===== src/rtl/forward_decider.sv =====
// forward_decider: turns address-table lookups into unicast, flood or
// drop decisions and holds per-port write requests until acknowledged.
package switch_pkg;
    localparam int NUM_PORTS = 4;
endpackage

package mem_pkg;
    localparam int ADDR_W = 16;
endpackage

module forward_decider #(
    parameter int NUM_PORTS = switch_pkg::NUM_PORTS,
    parameter int ADDR_W    = mem_pkg::ADDR_W,
    parameter int DEPTH     = 4,
    localparam int PORT_W   = $clog2(NUM_PORTS)
) (
    input  logic                        clk,
    input  logic                        rst_n,
    input  logic                        input_valid_i,
    output logic                        input_ready_o,
    input  logic [ADDR_W-1:0]           start_ptr_i,
    input  logic [47:0]                 dest_addr_i,
    input  logic [PORT_W-1:0]           src_port_i,
    output logic                        lookup_req_o,
    output logic [47:0]                 lookup_addr_o,
    input  logic                        lookup_valid_i,
    input  logic                        lookup_hit_i,
    input  logic [PORT_W-1:0]           lookup_port_i,
    output logic [NUM_PORTS-1:0]        write_reqs_o,
    output logic [ADDR_W*NUM_PORTS-1:0] start_ptrs_o,
    input  logic [NUM_PORTS-1:0]        write_ack_i,
    output logic                        drop_o,
    output logic [ADDR_W-1:0]           drop_ptr_o
);

    localparam int IDX_W = (DEPTH > 1) ? $clog2(DEPTH) : 1;
    localparam int CNT_W = $clog2(DEPTH + 1);

    // Pending-frame FIFO: one entry per accepted, undecided frame.
    logic [ADDR_W-1:0] r_pf_ptr [DEPTH];
    logic [PORT_W-1:0] r_pf_src [DEPTH];
    logic              r_pf_bc  [DEPTH];
    logic [IDX_W-1:0]  r_pf_wr;
    logic [IDX_W-1:0]  r_pf_rd;
    logic [CNT_W-1:0]  r_count;

    // Response FIFO: table results waiting for the output stage.
    logic              r_rf_hit  [DEPTH];
    logic [PORT_W-1:0] r_rf_port [DEPTH];
    logic [IDX_W-1:0]  r_rf_wr;
    logic [IDX_W-1:0]  r_rf_rd;
    logic [CNT_W-1:0]  r_rcount;

    logic                              r_lk_req;
    logic [47:0]                       r_lk_addr;
    logic [NUM_PORTS-1:0]              r_wreq;
    logic [NUM_PORTS-1:0][ADDR_W-1:0]  r_sptr;
    logic                              r_drop;
    logic [ADDR_W-1:0]                 r_drop_ptr;

    logic                 w_accept;
    logic                 w_rf_empty;
    logic                 w_rsp_avail;
    logic                 w_free;
    logic                 w_decide;
    logic                 w_load;
    logic                 w_filter;
    logic                 w_rf_push;
    logic                 w_rf_pop;
    logic [ADDR_W-1:0]    w_h_ptr;
    logic [PORT_W-1:0]    w_h_src;
    logic                 w_h_bc;
    logic                 w_h_hit;
    logic [PORT_W-1:0]    w_h_port;
    logic                 w_port_bad;
    logic                 w_flood;
    logic [NUM_PORTS-1:0] w_src_oh;
    logic [NUM_PORTS-1:0] w_dst_oh;
    logic [NUM_PORTS-1:0] w_mask;

    function automatic logic [IDX_W-1:0] next_idx(input logic [IDX_W-1:0] i);
        if (i == IDX_W'(DEPTH - 1)) return '0;
        return i + IDX_W'(1);
    endfunction

    assign input_ready_o = (r_count < CNT_W'(DEPTH));
    assign w_accept      = input_valid_i & input_ready_o;

    // An empty response FIFO is bypassed so a result can decide in
    // the cycle it arrives.
    assign w_rf_empty  = (r_rcount == '0);
    assign w_rsp_avail = ~w_rf_empty | lookup_valid_i;
    assign w_h_hit     = w_rf_empty ? lookup_hit_i  : r_rf_hit[r_rf_rd];
    assign w_h_port    = w_rf_empty ? lookup_port_i : r_rf_port[r_rf_rd];
    assign w_h_ptr     = r_pf_ptr[r_pf_rd];
    assign w_h_src     = r_pf_src[r_pf_rd];
    assign w_h_bc      = r_pf_bc[r_pf_rd];

    assign w_free   = ~|(r_wreq & ~write_ack_i);
    assign w_decide = (r_count != '0) & w_rsp_avail & w_free;
    assign w_rf_push = lookup_valid_i & ~(w_decide & w_rf_empty);
    assign w_rf_pop  = w_decide & ~w_rf_empty;

    assign w_port_bad = (32'(w_h_port) >= 32'(NUM_PORTS));
    assign w_flood    = w_h_bc | ~w_h_hit | w_port_bad;
    assign w_src_oh   = NUM_PORTS'(1) << w_h_src;
    assign w_dst_oh   = NUM_PORTS'(1) << w_h_port;

    // Flood skips the ingress port; a hit back to the ingress port
    // produces an empty mask, which means the frame is filtered.
    always_comb begin
        w_mask = '0;
        if (w_flood)
            w_mask = ~w_src_oh;
        else if (w_h_port != w_h_src)
            w_mask = w_dst_oh;
    end

    assign w_load   = w_decide & (|w_mask);
    assign w_filter = w_decide & ~(|w_mask);

    // FIFO pointers and occupancy counts.
    always_ff @(posedge clk or negedge rst_n) begin
        if (!rst_n) begin
            r_pf_wr  <= '0;
            r_pf_rd  <= '0;
            r_count  <= '0;
            r_rf_wr  <= '0;
            r_rf_rd  <= '0;
            r_rcount <= '0;
        end else begin
            if (w_accept) r_pf_wr <= next_idx(r_pf_wr);
            if (w_decide) r_pf_rd <= next_idx(r_pf_rd);
            if (w_accept && !w_decide)
                r_count <= r_count + CNT_W'(1);
            else if (!w_accept && w_decide)
                r_count <= r_count - CNT_W'(1);
            if (w_rf_push) r_rf_wr <= next_idx(r_rf_wr);
            if (w_rf_pop)  r_rf_rd <= next_idx(r_rf_rd);
            if (w_rf_push && !w_rf_pop)
                r_rcount <= r_rcount + CNT_W'(1);
            else if (!w_rf_push && w_rf_pop)
                r_rcount <= r_rcount - CNT_W'(1);
        end
    end

    // FIFO storage; entries are only read while the counts say valid.
    always_ff @(posedge clk) begin
        if (w_accept) begin
            r_pf_ptr[r_pf_wr] <= start_ptr_i;
            r_pf_src[r_pf_wr] <= src_port_i;
            r_pf_bc[r_pf_wr]  <= dest_addr_i[40];
        end
        if (w_rf_push) begin
            r_rf_hit[r_rf_wr]  <= lookup_hit_i;
            r_rf_port[r_rf_wr] <= lookup_port_i;
        end
    end

    // Issue one lookup the cycle after each accepted descriptor.
    always_ff @(posedge clk or negedge rst_n) begin
        if (!rst_n) begin
            r_lk_req  <= 1'b0;
            r_lk_addr <= '0;
        end else begin
            r_lk_req <= w_accept;
            if (w_accept) r_lk_addr <= dest_addr_i;
        end
    end

    // Per-port requests: clear on ack, reload when a decision lands.
    always_ff @(posedge clk or negedge rst_n) begin
        if (!rst_n) begin
            r_wreq <= '0;
            r_sptr <= '0;
        end else begin
            if (w_load) r_wreq <= w_mask;
            else        r_wreq <= r_wreq & ~write_ack_i;
            for (int p = 0; p < NUM_PORTS; p++) begin
                if (w_load && w_mask[p]) r_sptr[p] <= w_h_ptr;
            end
        end
    end

    // One-cycle drop pulse for filtered frames.
    always_ff @(posedge clk or negedge rst_n) begin
        if (!rst_n) begin
            r_drop     <= 1'b0;
            r_drop_ptr <= '0;
        end else begin
            r_drop <= w_filter;
            if (w_filter) r_drop_ptr <= w_h_ptr;
        end
    end

    // A response with no lookup outstanding breaks the table protocol.
    assert property (@(posedge clk) disable iff (!rst_n)
        lookup_valid_i |-> (r_count > r_rcount));

    assign lookup_req_o  = r_lk_req;
    assign lookup_addr_o = r_lk_addr;
    assign write_reqs_o  = r_wreq;
    assign start_ptrs_o  = r_sptr;
    assign drop_o        = r_drop;
    assign drop_ptr_o    = r_drop_ptr;

endmodule


===== config.mk =====
export PLATFORM = sky130hd
export DESIGN_NAME = forward_decider
export DESIGN_NICKNAME = d
export VERILOG_FILES = /design/src/rtl/forward_decider.sv
export SDC_FILE = /design/constraint.sdc
export NUM_CORES = 1
export LEC_CHECK = 0
export ABC_AREA = 1
export CAP_MARGIN = 20
export CORE_AREA = 5 5 96 165
export CTS_CLUSTER_SIZE = 16
export DETAILED_ROUTE_END_ITERATION = 6
export DIE_AREA = 0 0 101 170
export DONT_BUFFER_PORTS = 1
export GPL_ROUTABILITY_DRIVEN = 1
export GPL_TIMING_DRIVEN = 0
export PLACE_DENSITY = 0.85
export SLEW_MARGIN = 0
export SYNTH_ARGS = -nofsm -noshare
export SYNTH_HDL_FRONTEND = slang
export SYNTH_SLANG_ARGS = --single-unit

===== constraint.sdc =====
create_clock -name clk -period 5.36 [get_ports clk]
set_input_delay 0 -clock clk [delete_from_list [all_inputs] [get_ports clk]]
set_output_delay 0 -clock clk [all_outputs]
set_load 0.005 [all_outputs]

==> flow_metrics.py <==
metrics = {
    "clock_network": {
        "clock_path_buffers": 3,
        "post_cts_buffers": 0,
        "cts_buffers": 20,
        "cts_hold_buffers": 78,
        "clk_pin_slew_ps": 70,
        "clock_latency_ps": 490,
        "cts_tree": "done",
        "cts-root-buf": "clkbuf_16",
        "cts_sinks": 236,
        "cts_max_level": 1,
        "cts_resized": 0,
    },
    "route": {
        "wirelength_um": 23600,
        "drt-pass1-iter-count": 5,
        "wl_per_cell_um": 19.4,
        "drtIter0Drc": 291,
        "vias_per_cell": 5.76,
        "route.detailed.drc": 0,
        "num_vias": 7032,
        "ant_nets": 0,
    },
    "critical_path": {
        "r2r_setup_slack_ps": 2270,
        "crit_path_end_kind": "flop",
        "crit_fanout": 10,
        "critical_path_class": "reg -> reg",
        "startpoint_type": "flop",
        "critical_path_required_ps": 5720,
        "critical_path_arrival_ps": 3450,
    },
    "sta": {
        "setup_viol": 0,
        "fin_worst_skew_ps": 6.37,
        "slew_headroom_pct": 53.8,
        "hold_viol": 0,
        "clock.fmax_mhz": 324,
        "min_period_over_period_pct": 57.6,
        "rsz0062_at_grt": "no",
        "worstMarginPinSlew_ps": 692,
        "post-route-min-period_ps": 3090,
        "finalMaxSlewViolations": 0,
        "finalSetupTns_ps": 0,
    },
    "place": {
        "place_area_um2": 9880,
        "dp_hpwl_um": 15900,
        "port-buffer-count": 0,
        "globalplace.congestion": 0.803,
    },
    "grt": {
        "grt_util_all_layers_pct": 28.1,
        "overflow": 0,
        "grt_pass1_wl_um": 38200,
        "grt_max_degree": 149,
        "grt_pass1_vias": 7539,
        "antenna_found_initial": 0,
    },
    "logic_synthesis": {
        "ys_seq_area_share_pct": 66.4,
        "post_synth_instance_area_um2": 9560,
        "synth.net_count": 1013,
        "synthCells": 922,
        "ys_ff_latch": 236,
        "synth_warnings": 0,
        "syn-mean-instance-area_um2": 10.4,
        "ys_types": 35,
    },
    "finish": {
        "areaGrowthSynthToFinish_pct": 18.1,
        "final_cell_mix": "nand2_1 (344), dfrtp_1 (148), edfxtp_1 (88), dlygate4sd3_1 (77), inv_1 (65)",
        "final_common_cell": "nand2_1",
        "register_area_um2": 6350,
        "postLayoutCoreUtil_pct": 79.0,
        "n_fill_cell": 823,
        "multi_input_area_um2": 2740,
        "antenna_cells": 0,
        "final_nets": 1117,
        "drive_above_1_share_pct": 7.60,
        "final_area_um2": 11300,
    },
    "floorplanning": {
        "dieHeight_um": 170,
        "die_x_um": 101,
        "io_pins": 212,
        "die-area_um2": 17200,
        "rows": 58,
        "core_region_area_um2": 14300,
        "initial_core_util_pct": 66.8,
    },
    "hold_path": {
        "min_path_type": "in -> reg",
    },
    "power": {
        "power.leakage_uw": 0.00519,
        "powerDensity_nw_per_um2": 635,
        "peakVddDrop_mv": 0.383,
    },
    "job": {
        "drv_cap": 0,
    },
    "outcome": {
        "status": "finished clean",
    },
}
kinds of logic after synthesis:
family                     count (synthesis)  share of synthesized area, %
AOI/OAI and AO/OA                        102                          6.02
xor gates and xnor gates                   4                         0.367
adders and majority gates                 14                          1.99
buffers and inverters                    114                          5.03
DFF                                      236                          66.4
muxes                                      1                         0.118
and+or+nand+nor                          451                          20.1
cell type report:
type,count,share of cell area (%)
Clock buffer,29,5.13
Timing Repair Buffer,82,7.83
Tap cell,180,2.00
Buffer,42,1.86
Sequential cell,236,56.2
Multi-Input combinational cell,572,24.3
Inverter,72,2.39
Clock inverter,7,0.288
cells in the mapped netlist, drive strengths merged:
cell,count,area [um2]
dfrtp,148,3700
xnor2,2,17.5
inv,71,267
mux2,1,11.3
or2,3,18.8
edfxtp,88,2640
nand2,348,1330
o22ai,1,6.26
fa,2,40.0
nand4,33,206
xor2,2,17.5
nand3,26,173
a21oi,36,184
ha,12,150
nor3,1,5.00
clkinv,1,3.75
o21ai,49,245
a32oi,16,140
nor2,40,184
buf,20,128
clkbuf,22,82.6
sequential cells by signal, indices dropped and copies added (netlist names):
name / cells
drop_o: 1
drop_ptr_o: 16
lookup_addr_o: 48
lookup_req_o: 1
r_count: 3
r_pf_bc: 4
r_pf_ptr: 64
r_pf_rd: 2
r_pf_src: 8
r_pf_wr: 2
r_rcount: 3
r_rf_hit: 4
r_rf_port: 8
r_rf_rd: 2
r_rf_wr: 2
start_ptrs_o: 64
write_reqs_o: 4
metrics by stage:
stage / instances / worst slack (ps) / power (uW) / hold slack (ps)
2_1_floorplan: 922 / 2760 / 4880 / -296
3_3_place_gp: 1102 / 2430 / 5490 / -290
3_5_place_dp: 1106 / 2300 / 5680 / -290
4_1_cts: 1220 / 2280 / 7170 / 122
5_1_grt: 1220 / 2010 / 7690 / 153
6_report: 1220 / 2270 / 7170 / 133
routing by layer:
| metal | wire [um] | track usage, % |
|---|---|---|
| met1 | 7810 | 31.6 |
| met2 | 12700 | 51.0 |
| met3 | 2310 | 6.93 |
| met4 | 790 | 10.1 |
| met5 | 0 | 0 |
report_power, final:
group          switching [uW]  internal (uW)  leakage [uW]
sequential                506           2530       0.00262
combinational            1870            898       0.00226
clock                     615            753      0.000306
total                    2990           4180       0.00519
worst paths after layout:
kind,startpoint,end,cells past startpoint
max,r_rcount[1]$_DFFE_PN0P_,r_rcount[2]$_DFFE_PN0P_,14
min,write_ack_i[0],write_reqs_o[0]$_DFF_PN0_,2
max reg2reg,r_rcount[1]$_DFFE_PN0P_,r_rcount[2]$_DFFE_PN0P_,14
min reg2reg,start_ptrs_o[10]$_DFFE_PN0P_,start_ptrs_o[10]$_DFFE_PN0P_,2
max in group asynchronous,rst_n,start_ptrs_o[7]$_DFFE_PN0P_,2
min in group asynchronous,rst_n,r_rf_wr[0]$_DFFE_PN0P_,2
critical path, stage by stage, from the launching register on:
cell and delay [ps]:
dfrtp_1 400, inv_1 120, nand3_2 150, inv_1 190, nand2_1 70, nand3_1 280
inv_2 160, buf_2 230, a21oi_2 270, ha_1 190, inv_1 70, fa_1 380
a21oi_1 150, o21ai_0 130, xor2_1 160
Power figures use the tool's default switching activity.
